<file path="config.mk">
export PLATFORM = sky130hd
export DESIGN_NAME = posit_round_pipe
export DESIGN_NICKNAME = d
export VERILOG_FILES = /design/src/rtl/posit_round_pipe.sv
export SDC_FILE = /design/constraint.sdc
export NUM_CORES = 1
export LEC_CHECK = 0
export CAP_MARGIN = 30
export CORE_MARGIN = 3
export CORE_UTILIZATION = 45
export DETAILED_ROUTE_END_ITERATION = 10
export PLACE_DENSITY = 0.68
export SLEW_MARGIN = 20
export SYNTH_ARGS = -nofsm -noshare
export SYNTH_HDL_FRONTEND = slang
export SYNTH_SLANG_ARGS = --single-unit
</file>
<file path="constraint.sdc">
create_clock -name clk_i -period 6.5 [get_ports clk_i]
set_input_delay 1.3 -clock clk_i [delete_from_list [all_inputs] [get_ports clk_i]]
set_output_delay 1.3 -clock clk_i [all_outputs]
set_load 0.01 [all_outputs]
</file>
<file path="src/rtl/posit_round_pipe.sv">
// Posit encode-and-round stage: packs a normalised sign/scale/fraction tuple into an
// N-bit posit with runtime rounding mode, saturation and an elastic valid/ready pipe.
module posit_round_pipe #(
    parameter  int N        = 32,
    parameter  int ES       = 2,
    parameter  int NUM_PIPE = 2,
    parameter  int TAG_W    = 4,
    localparam int SW       = $clog2(N) + ES + 3
) (
    input  logic             clk_i,
    input  logic             rst_ni,
    input  logic             flush_i,
    input  logic             in_valid_i,
    output logic             in_ready_o,
    input  logic             sign_i,
    input  logic             nar_i,
    input  logic             zero_i,
    input  logic [SW-1:0]    scale_i,
    input  logic [N-1:0]     mant_i,
    input  logic             sticky_i,
    input  logic [1:0]       rnd_mode_i,
    input  logic [TAG_W-1:0] tag_i,
    output logic             out_valid_o,
    input  logic             out_ready_i,
    output logic [N-1:0]     result_o,
    output logic             inexact_o,
    output logic [TAG_W-1:0] tag_o
);

    localparam int CW = ES + N + 2;
    localparam int WV = 2 * N + ES - 1;
    localparam logic signed [SW-1:0] K_MAX = SW'(N - 2);
    localparam logic signed [SW-1:0] K_MIN = SW'(-(N - 1));

    logic signed [SW-1:0] k;
    logic [SW-1:0]        sh;
    logic [CW-1:0]        content;
    logic signed [WV-1:0] wide;
    logic [N-2:0]         kept;
    logic                 g, s;
    logic [N-2:0]         a_mag;
    logic                 a_inc, a_inx;

    // Regime seed "10" (k >= 0) or "01" (k < 0) sits on top; an arithmetic shift by
    // k or ~k (= -k-1) replicates the leading bit into the full regime run.
    always_comb begin
        // NOTE: every combinational output gets a default first so no path infers a latch.
        content = '0;
        k       = $signed(scale_i) >>> ES;
        sh      = k[SW-1] ? ~k : k;
        content[CW-1]   = ~k[SW-1];
        content[CW-2]   = k[SW-1];
        for (int i = 0; i < ES; i++) content[N+i] = scale_i[i];
        content[N-1:0]  = mant_i;
        wide  = $signed({content, {(N-3){1'b0}}}) >>> sh;
        kept  = wide[WV-1 -: N-1];
        g     = wide[WV-N];
        s     = (|wide[WV-N-1:0]) | sticky_i;

        case (rnd_mode_i)
            2'b00:   a_inc = g & (kept[0] | s);
            2'b01:   a_inc = 1'b0;
            2'b10:   a_inc = (g | s) & sign_i;
            default: a_inc = (g | s) & ~sign_i;
        endcase
        a_mag = kept;
        a_inx = g | s;

        if (k >= K_MAX) begin
            a_mag = '1;
            a_inc = 1'b0;
            a_inx = 1'b1;
        end else if (k <= K_MIN) begin
            a_mag = (N-1)'(1);
            a_inc = 1'b0;
            a_inx = 1'b1;
        end
        if (nar_i || zero_i) a_inx = 1'b0;
    end

    // Increment (never past maxpos), apply sign, then let specials override.
    function automatic logic [N-1:0] finish_res(input logic [N-2:0] mag, input logic inc,
                                                input logic nar, input logic zero,
                                                input logic sgn);
        logic [N-1:0] m;
        m = {1'b0, mag};
        if (inc && !(&mag)) m = m + N'(1);
        if (sgn) m = -m;
        if (nar) m = {1'b1, {(N-1){1'b0}}};
        else if (zero) m = '0;
        return m;
    endfunction

    if (NUM_PIPE == 1) begin : g_one
        logic             v_q, v_d;
        logic [N-1:0]     res_q;
        logic             inx_q;
        logic [TAG_W-1:0] tag_q;

        assign in_ready_o = !v_q || out_ready_i;
        assign v_d        = flush_i ? 1'b0 : (in_ready_o ? in_valid_i : v_q);

        // NOTE: payload registers are reset too, so result/inexact/tag read 0 out of reset.
        always_ff @(posedge clk_i or negedge rst_ni) begin
            if (!rst_ni) begin
                v_q   <= 1'b0;
                res_q <= '0;
                inx_q <= 1'b0;
                tag_q <= '0;
            end else begin
                v_q <= v_d;
                if (in_valid_i && in_ready_o) begin
                    res_q <= finish_res(a_mag, a_inc, nar_i, zero_i, sign_i);
                    inx_q <= a_inx;
                    tag_q <= tag_i;
                end
            end
        end

        assign out_valid_o = v_q;
        assign result_o    = res_q;
        assign inexact_o   = inx_q;
        assign tag_o       = tag_q;
    end else begin : g_two
        logic             s0_valid_q, s0_valid_d;
        logic [N-2:0]     s0_mag_q;
        logic             s0_inc_q, s0_inx_q, s0_nar_q, s0_zero_q, s0_sign_q;
        logic [TAG_W-1:0] s0_tag_q;
        logic             s1_valid_q, s1_valid_d;
        logic [N-1:0]     s1_res_q;
        logic             s1_inx_q;
        logic [TAG_W-1:0] s1_tag_q;
        logic             s1_ready, s0_adv;

        assign s1_ready   = !s1_valid_q || out_ready_i;
        assign s0_adv     = s0_valid_q && s1_ready;
        assign in_ready_o = !s0_valid_q || s0_adv;
        assign s0_valid_d = flush_i ? 1'b0 : (in_ready_o ? in_valid_i : s0_valid_q);
        assign s1_valid_d = flush_i ? 1'b0 : (s1_ready ? s0_valid_q : s1_valid_q);

        always_ff @(posedge clk_i or negedge rst_ni) begin
            if (!rst_ni) begin
                s0_valid_q <= 1'b0;
                s0_mag_q   <= '0;
                s0_inc_q   <= 1'b0;
                s0_inx_q   <= 1'b0;
                s0_nar_q   <= 1'b0;
                s0_zero_q  <= 1'b0;
                s0_sign_q  <= 1'b0;
                s0_tag_q   <= '0;
                s1_valid_q <= 1'b0;
                s1_res_q   <= '0;
                s1_inx_q   <= 1'b0;
                s1_tag_q   <= '0;
            end else begin
                s0_valid_q <= s0_valid_d;
                s1_valid_q <= s1_valid_d;
                if (in_valid_i && in_ready_o) begin
                    s0_mag_q  <= a_mag;
                    s0_inc_q  <= a_inc;
                    s0_inx_q  <= a_inx;
                    s0_nar_q  <= nar_i;
                    s0_zero_q <= zero_i;
                    s0_sign_q <= sign_i;
                    s0_tag_q  <= tag_i;
                end
                if (s0_adv) begin
                    s1_res_q <= finish_res(s0_mag_q, s0_inc_q, s0_nar_q, s0_zero_q, s0_sign_q);
                    s1_inx_q <= s0_inx_q;
                    s1_tag_q <= s0_tag_q;
                end
            end
        end

        assign out_valid_o = s1_valid_q;
        assign result_o    = s1_res_q;
        assign inexact_o   = s1_inx_q;
        assign tag_o       = s1_tag_q;
    end

endmodule

</file>
# Yosys cells after proc, flatten, opt, wreduce, memory -nomap -nowiden
# Cells that the tools add are included.
[classes] addsub=2 n_lt_le_gt_ge=2 eq_ne=2 shifts=1 muxes=18 bitwise_logic=9 n_reduce_logical=14
[ops] cell="32-bit two-way mux" n=5
[ops] cell="65-bit by 10-bit >>> shifter with 65-bit output" n=1
[ops] cell="31-bit two-way mux" n=2
[ops] cell="33-bit OR reduction" n=1
[ops] cell="31-bit by 1-bit adder with 32-bit output, second input constant" n=1
[ops] cell="32-bit negation" n=1
[ops] cell="31-bit AND reduction" n=1
[ops] cell="10-bit two-way mux" n=1
[ops] cell="8-bit NOT with 10-bit output" n=1
[ops] cell="1-bit two-way mux" n=9
[ops] cell="8-bit by 6-bit greater-or-equal comparator with 1-bit output, second input constant" n=1
[ops] cell="8-bit by 6-bit less-or-equal comparator with 1-bit output, second input constant" n=1
[ops] cell="2-bit nonzero test" n=2
[ops] cell="1-bit AND" n=3
[ops] cell="1-bit logical AND" n=3
[ops] cell="1-bit logical NOT" n=3
[ops] cell="1-bit logical OR" n=3
[ops] cell="1-bit OR" n=3
[ops] cell="1-bit case mux with 3 select lines" n=1
[ops] cell="2-bit by 1-bit == test with 1-bit output, second input constant" n=1
[ops] cell="2-bit == test, second input constant" n=1
[ops] cell="2-bit logical NOT" n=1
[ops] cell="1-bit NOT" n=2
[totals] regBits=79 inputBits=57 output_inout_bits=39

# Logic depth before layout (Yosys ltp)
# Gate-level depths: netlist of run 1.
[depth] ltp_word=10 depth_mapped=18 ltp_nobuf=12

# Worst setup path after synthesis of run 1
# Ideal clock, no wire load.
[synth_timing] kind="input-to-reg" start="input port scale_i[9]" end="register g_two.s0_inc_q" setup_ns=0.076 arrival_time_ns=4.346 t_required_ns=6.424 setup_slack_ns=2.078 path_stages=14 path_buffers=6 path_cell_list="buf_6 -> buf_6 -> buf_6 -> buf_2 -> inv_1 -> clkbuf_1 -> clkbuf_1 -> ha_1 -> or2_2 -> a2111oi_4 -> o21ai_1 -> a211o_1 -> o32a_1 -> o21ai_1"
[synth_between] elab_chain_cells=10 elab_cells_between_ends=16 classes_between="order compare (2); shift (1); mux (4); bitwise (8); reduce/logical (1)"
[synth_lines] element="start, declared" line_no="18" rtl="input logic [SW-1:0] scale_i,"
[synth_lines] element="8-bit NOT with 10-bit output" line_no="50" rtl="sh = k[SW-1] ? ~k : k;"
[synth_lines] element="10-bit two-way mux" line_no="50"
[synth_lines] element="65-bit by 10-bit >>> shifter with 65-bit output" line_no="55" rtl="wide = $signed({content, {(N-3){1'b0}}}) >>> sh;"
[synth_lines] element="33-bit OR reduction" line_no="58" rtl="s = (|wide[WV-N-1:0]) | sticky_i;"
[synth_lines] element="1-bit OR" line_no="58"
[synth_lines] element="1-bit OR (on tied branches)" line_no="63, 64, 61"
[synth_lines] element="1-bit AND (on tied branches)" line_no="64, 61, 63"
[synth_lines] element="1-bit case mux with 3 select lines" line_no="60" rtl="case (rnd_mode_i)"
[synth_lines] element="1-bit two-way mux" line_no="73" rtl="end else if (k <= K_MIN) begin"
[synth_lines] element="1-bit two-way mux (*)" line_no="69" rtl="if (k >= K_MAX) begin"
[synth_lines] element="end signal, assigned" line_no="160" rtl="s0_inc_q <= a_inc;"
[synth_lines] element="end, declared" line_no="127" rtl="logic s0_inc_q, s0_inx_q, s0_nar_q, s0_zero_q, s0_sign_q;"
# Mark *: on every way between the ends. The rest lies on a longest branch, timed or not.
# A chain may end at the register's enable or synchronous reset.

# Worst setup path after layout of run 1
[layout_timing] start="input port scale_i[4]" end="register g_two.s0_inx_q"
[layout_between] elab_chain_cells=9 elab_cells_between_ends=11 classes_between="order compare (2); shift (1); mux (4); bitwise (3); reduce/logical (1)"
[layout_lines] element="8-bit NOT with 10-bit output" line_no="50"
[layout_lines] element="10-bit two-way mux" line_no="50"
[layout_lines] element="65-bit by 10-bit >>> shifter with 65-bit output" line_no="55"
[layout_lines] element="33-bit OR reduction" line_no="58"
[layout_lines] element="1-bit OR" line_no="58"
[layout_lines] element="1-bit OR" line_no="67" rtl="a_inx = g | s;"
[layout_lines] element="1-bit two-way mux" line_no="73"
[layout_lines] element="1-bit two-way mux (*)" line_no="69"
[layout_lines] element="1-bit two-way mux (*)" line_no="78" rtl="if (nar_i || zero_i) a_inx = 1'b0;"
[layout_lines] element="end signal, assigned" line_no="161" rtl="s0_inx_q <= a_inx;"
[layout_lines] element="end, declared" line_no="127"
# Marks and branches as above.

==> out/qor.csv, run 1 <==
metric,value,unit
post_cts.resized_instances,0,
syn_inst,1233,
ys_async_sr_fraction,100.0,%
power.sequential.fraction,31.6,%
switching_power,830.5,uW
power.internal,1.246,mW
detailed_place_hpwl,25.53,mm
synth_top_cells_by_count,"sky130_fd_sc_hd__nand2_1 (112), sky130_fd_sc_hd__o21ai_0 (110), sky130_fd_sc_hd__a21oi_1 (100)",
switching_share,39.99,%
dieWidth,151.4,um
clock_power_share,24.8,%
dr_total_vias,10226,
totalNegativeSetupSlack,0,ns
cts_tree,done,
drt_first_pass_iters,6,
port_buffers,95,
cts_hold_repair.buffers,0,
clock-sinks,79,
grt_usage,29.16,%
wire_length_of_the_first_global_routing_pass,53.30,mm
htree_num_levels,3,
share_comb_of_total_power,43.6,%
wl_per_cell,21.93,um
worst-slew-pin-transition,1.002,ns
die_height,151.4,um
clock_latency_at_the_later_pin_of_the_worst_skew_pair,0.34,ns
crit_path_cell_trace,"buf_2, buf_4, clkinv_1, a311o_1, o21ai_0, nand3_1, a21oi_1, a21oi_1, o21ai_0, a31oi_1, a211oi_2, o21ai_0",
design.core.area,20490,um^2
cts.clk_slew.worst_paths,0.06,ns
weighted_congestion_at_the_end_of_routability_driven_global_placement,1.030,
worst_path_max_delay_cell,sky130_fd_sc_hd__a21oi_1,
status,finished clean,
syn_area_per_cell,7.720,um^2
final-setup-viol-count,0,
max_freq,0.2059,GHz
route.final.wire_length,33.63,mm
unrepaired_setup_endpoints_after_global_routing,false,
antenna_found_initial,1,
timing.critical_path.mode_cell,sky130_fd_sc_hd__o21ai_0,
final_period_minus_worst_setup_slack,4.858,ns
criticalPathCategory,in2reg,
drive_gt1_share,9.019,%
skew,0.009331,ns
maxSlewViolCount,0,
crit_path_end_kind,flop,
ios,96,
number_of_nets_with_antenna_violations_after_detailed_routing,0,
synth.most_common_cell,sky130_fd_sc_hd__nand2_1,
grt_start_max_net_pins,80,
cp_slowest_stage_delay,0.64,ns
maxCapViolations,0,
power_leakage,4.055,nW
drc,0,
yosys_register_bits,79,
cts.repair_timing.setup_buffer_count,0,
post_synth_instance_area,9519,um^2
nets,1321,
rows,52,
cp.arrival,5.07,ns
finalCritPeriodShare,74.74,%
worst_ir_drop_vdd,0.1350,mV
yosys-top-cells-area,"sky130_fd_sc_hd__dfrtp_1 (21%), sky130_fd_sc_hd__mux2i_1 (6.5%), sky130_fd_sc_hd__o21ai_0 (5.8%)",
synth_seq_area_share,20.77,%
cp_data_required_time,6.71,ns
synth.lib_cells_used.distinct,87,
via_to_cell_ratio,6.666,
timing.critical_path.max_delay_family,compound AO/OA/AOI/OAI gates,
synth_area_leader_cell,sky130_fd_sc_hd__dfrtp_1,
synth_top_flop_cell,sky130_fd_sc_hd__dfrtp_1,
initial_core_util,46.45,%
insertedDiodeCount,0,
yosys_top_cell_area_share,20.77,%
synth_enable_flop_cells,0,
power.density_cell_area,192.3,nW/um^2
root_buffer,sky130_fd_sc_hd__clkbuf_16,
critical_path.startpoint_type,input port,
finalHoldViolCount,0,
sum_of_buffers_and_inverters_on_the_critical_path,3,
synth_warnings,0,
globalRoute.totalOverflow,0,
first_global_vias,9501,
crit_fanout,30,
maximum_clock_path_buffer_count,2,
syn-num-nets,1295,
area_of_the_die,22930,um^2
relative_area_change_from_synthesis_to_final_layout,13.43,%
hold_path.class,reg2reg,
drt_iter0_markers,1112,
design_power_total,2.077,mW
tritoncts.num_buffers,9,
timing.max_slew.rel_slack,32.57,%
==> logic make-up after synthesis <==
| kind of cell | synth area share (%) |
|---|---|
| AO/OA/AOI/OAI | 30.76 |
| AND/OR/NAND/NOR | 21.62 |
| buffers and inverters | 6.152 |
| multiplexers | 13.77 |
| flip-flops | 20.77 |
| XOR/XNOR | 6.270 |
| adder cells (fa/ha/maj) | 0.6572 |
==> layer usage <==
metal | global-route usage [%] | wire [um] | vias up
met3 | 5.206 | 3330 | 101
met4 | 11.51 | 1358 | 0
met2 | 44.43 | 14600 | 639
li1 | - | - | 4755
met5 | 0 | 0 | -
met1 | 40.89 | 14350 | 4731
==> state kept, by name, summed over array words and instances, names as in the netlist <==
| signal | count |
|---|---|
| g_two.s0_inx_q | 1 |
| g_two.s0_sign_q | 1 |
| tag_o | 4 |
| result_o | 32 |
| out_valid_o | 1 |
| g_two.s0_zero_q | 1 |
| g_two.s0_nar_q | 1 |
| g_two.s0_tag_q | 4 |
| g_two.s0_valid_q | 1 |
| inexact_o | 1 |
| g_two.s0_mag_q | 31 |
| g_two.s0_inc_q | 1 |
==> final timing paths <==
check                                      to  slack (ns)  cells after the start              start
max                            g_two.s0_inx_q        1.64                     12         scale_i[4]
min                              result_o[30]        0.48                      2       result_o[30]
max reg2reg                      result_o[31]        2.19                     11  g_two.s0_mag_q[0]
min reg2reg                      result_o[30]        0.48                      2       result_o[30]
max in group asynchronous  g_two.s0_mag_q[21]        5.06                      2             rst_ni
min in group asynchronous         result_o[2]        0.86                      1             rst_ni
==> worst reg2reg max path, delay by kind of cell, from the launching register on <==
family	cells	cell delay, ns
and+or+nand+nor	4	1.12
DFF	1	0.47
AOI/OAI and AO/OA	5	1.91
muxes	1	0.40
adders and majority gates	1	0.28
==> through the flow <==
step	std cells	utilization (%)	instance area, um^2	hold slack, ns	worst slack [ns]
2_1_floorplan	1233	-	9519	0.4767	2.078
3_3_place_gp	1516	51.06	10470	0.4633	1.456
3_5_place_dp	1516	51.06	10470	0.4687	1.447
4_1_cts	1532	52.52	10760	0.4840	1.799
5_1_grt	1534	52.69	10800	0.5023	1.463
6_report	1534	52.69	10800	0.4785	1.642
==> layout make-up <==
cell class / instances / area [um^2]
Clock buffer: 10 / 229.0
Timing Repair Buffer: 123 / 1161
Multi-Input combinational cell: 1030 / 6964
Clock inverter: 6 / 68.82
Sequential cell: 79 / 1977
Tap cell: 270 / 337.8
Inverter: 16 / 60.06
Fill cell: 2001 / 9697
==> cell usage in the layout (no fill, tap or decap), drive strengths merged, types with 15 or more instances in the layout <==
cell,count
o21ai,118
nand2,112
a21oi,100
nor2,94
clkdlybuf4s50,90
dfrtp,79
mux2i,62
nor3,36
xnor2,35
nand3,34
buf,33
xor2,31
mux2,31
a221oi,28
o22ai,23
nand4,19
nand2b,19
nor4,18
a211oi,17
inv,17
o31ai,15
==> power groups by stage <==
stage               logic [mW]  clock network, mW  registers, mW
detailed placement       0.880                  0          0.664
global route             0.985              0.545          0.669
floorplan                0.591                  0          0.639
finish                   0.905              0.515          0.657
global placement         0.881                  0          0.660
CTS                      0.885              0.525          0.655
Note: power is estimated with default switching activity, not from simulation.
==> run 2, diff against run 1 <==
- clock period: 6.5 -> 4.8 ns (I/O delays scaled with it)
==> out/qor.csv, run 2 (same netlist as run 1, synthesis figures left out) <==
metric,value,unit
design.core.area,20490,um^2
hold_path.class,reg2reg,
ios,96,
die_height,151.4,um
antenna_found_initial,0,
rows,52,
groute.layer.met1.usage,42.52,%
cts.clk_slew.worst_paths,0.06,ns
cp.arrival,4.37,ns
maximum_clock_path_buffer_count,2,
flip_flop_count_of_the_largest_register_all_copies_and_words_added,32,
final-setup-viol-count,0,
timing.max_slew.rel_slack,37.59,%
tritoncts.num_buffers,9,
critical_path.startpoint_type,input port,
relative_area_change_from_synthesis_to_final_layout,17.32,%
sum_of_buffers_and_inverters_on_the_critical_path,1,
worst-slew-pin-transition,0.9277,ns
clock_power_share,24.6,%
status,finished clean,
crit_fanout,17,
timing.hold.worst_endpoint,result_o[14],
postLayoutCellArea,11170,um^2
timing.reg2reg.worst_path_depth,12,
htree_num_levels,3,
cp_slowest_stage_delay,0.66,ns
clock-sinks,79,
detailed_place_hpwl,27.10,mm
design_power_total,2.872,mW
via_to_cell_ratio,6.600,
finalCritPeriodShare,86.75,%
grt_usage,29.51,%
post_cts.resized_instances,0,
switching_power,1.143,mW
dr_total_vias,10415,
worst_ir_drop_vdd,0.1482,mV
wl_per_cell,21.90,um
crit_path_end_kind,flop,
mostFrequentLayoutCells,"sky130_fd_sc_hd__nand2_1 (112), sky130_fd_sc_hd__o21ai_0 (110), sky130_fd_sc_hd__a21oi_1 (100)",
drive_gt1_share,12.16,%
power_leakage,4.286,nW
worst-r2r-setup-slack,1.00,ns
min_path_cells,2,
max_freq,0.2401,GHz
cts_tree,done,
unrepaired_setup_endpoints_after_global_routing,false,
maxSlewViolCount,0,
grt_start_max_net_pins,80,
finalHoldViolCount,0,
root_buffer,sky130_fd_sc_hd__clkbuf_16,
criticalPathCategory,in2reg,
power.density_cell_area,257.1,nW/um^2
cts_hold_repair.buffers,0,
groute.layer.met3.usage,5.117,%
drt_first_pass_iters,5,
wire_length_of_the_first_global_routing_pass,53.07,mm
maxCapViolations,0,
power.internal,1.728,mW
fillers,1983,
initial_core_util,46.45,%
final_period_minus_worst_setup_slack,4.164,ns
timing.rr.start,g_two.s0_mag_q[0],
drt_iter0_markers,1225,
global_route.peak_usage_layer,met2,
worst_hold_startpoint,result_o[14],
first_global_vias,9331,
dieWidth,151.4,um
power.sequential.fraction,31.0,%
timing.critical_path.max_delay_family,compound AO/OA/AOI/OAI gates,
weighted_congestion_at_the_end_of_routability_driven_global_placement,0.9696,
drc,0,
number_of_nets_with_antenna_violations_after_detailed_routing,0,
cp_data_required_time,5.01,ns
globalRoute.totalOverflow,0,
nets,1365,
commonest_non_fill_non_tap_cell_in_the_layout,sky130_fd_sc_hd__nand2_1,
dpl_cell_area,10840,um^2
cts.repair_timing.setup_buffer_count,0,
totalNegativeSetupSlack,0,ns
area_of_the_die,22930,um^2
route.final.wire_length,34.57,mm
clock_latency_at_the_later_pin_of_the_worst_skew_pair,0.35,ns
skew,0.009891,ns
regToRegEndpoint,result_o[18],
insertedDiodeCount,0,
share_comb_of_total_power,44.4,%
worst_path_max_delay_cell,sky130_fd_sc_hd__mux4_1,
globalRouteMet2Util,44.97,%
crit_path_cell_trace,"buf_2, xnor2_4, mux4_1, o22ai_1, mux2i_1, a21oi_1, nand2_1, nor4_1, nand4_1, a211oi_2, o21ai_0",
port_buffers,95,
switching_share,39.82,%
## run 2: final cells by class
cell class                 instances  area [um^2]  area share [%]
multi-input combinational       1030         6962           62.33
clock buffer                       9        225.2           2.017
clock inverter                     7        77.57          0.6946
timing repair buffer             167         1529           13.69
tap                              270        337.8           3.025
sequential                        79         1977           17.70
inverter                          16        60.06          0.5378
## run 2: worst register-to-register path: cells and delay by family (launching register included)
family                     cells  cell delay, ns
xor gates and xnor gates       1            0.17
DFF                            1            0.46
adders and majority gates      1            0.27
and+or+nand+nor                4            0.77
AOI/OAI and AO/OA              4            1.39
muxes                          1            0.41
buffers and inverters          1            0.19
## run 2: per-layer routing
metal / part of all wire, % / wire length [um]
met2: 44 / 15140
met4: 2.7 / 935
met1: 44 / 15380
met3: 9.0 / 3114
met5: 0 / 0
## run 2: power groups by stage
stage               Sequential [mW]  Combinational (mW)  Clock, mW
floorplan                     0.866               0.800          0
global placement              0.893                1.24          0
detailed placement            0.899                1.24          0
CTS                           0.886                1.25      0.722
global route                  0.904                1.38      0.747
finish                        0.890                1.27      0.707
## run 2: worst max path at each step
stage,from,endpoint,cells past startpoint
2_1_floorplan,scale_i[9],g_two.s0_inc_q,14
3_3_place_gp,scale_i[9],g_two.s0_inx_q,11
3_5_place_dp,scale_i[9],g_two.s0_inx_q,11
4_1_cts,scale_i[9],g_two.s0_inx_q,11
5_1_grt,scale_i[9],g_two.s0_inx_q,11
6_report,scale_i[9],g_two.s0_inx_q,11
## run 2: per-stage QoR
stage                     worst slack (ns)  cells  utilization (%)  hold slack (ns)
after global routing                0.4281   1578            54.49           0.5024
after floorplan                     0.7178   1233                -           0.4767
final                               0.6359   1578            54.49           0.4793
after CTS                           0.7586   1577            54.36           0.4838
after detailed placement            0.4103   1561            52.88           0.4699
after global placement              0.4269   1561            52.86           0.4604
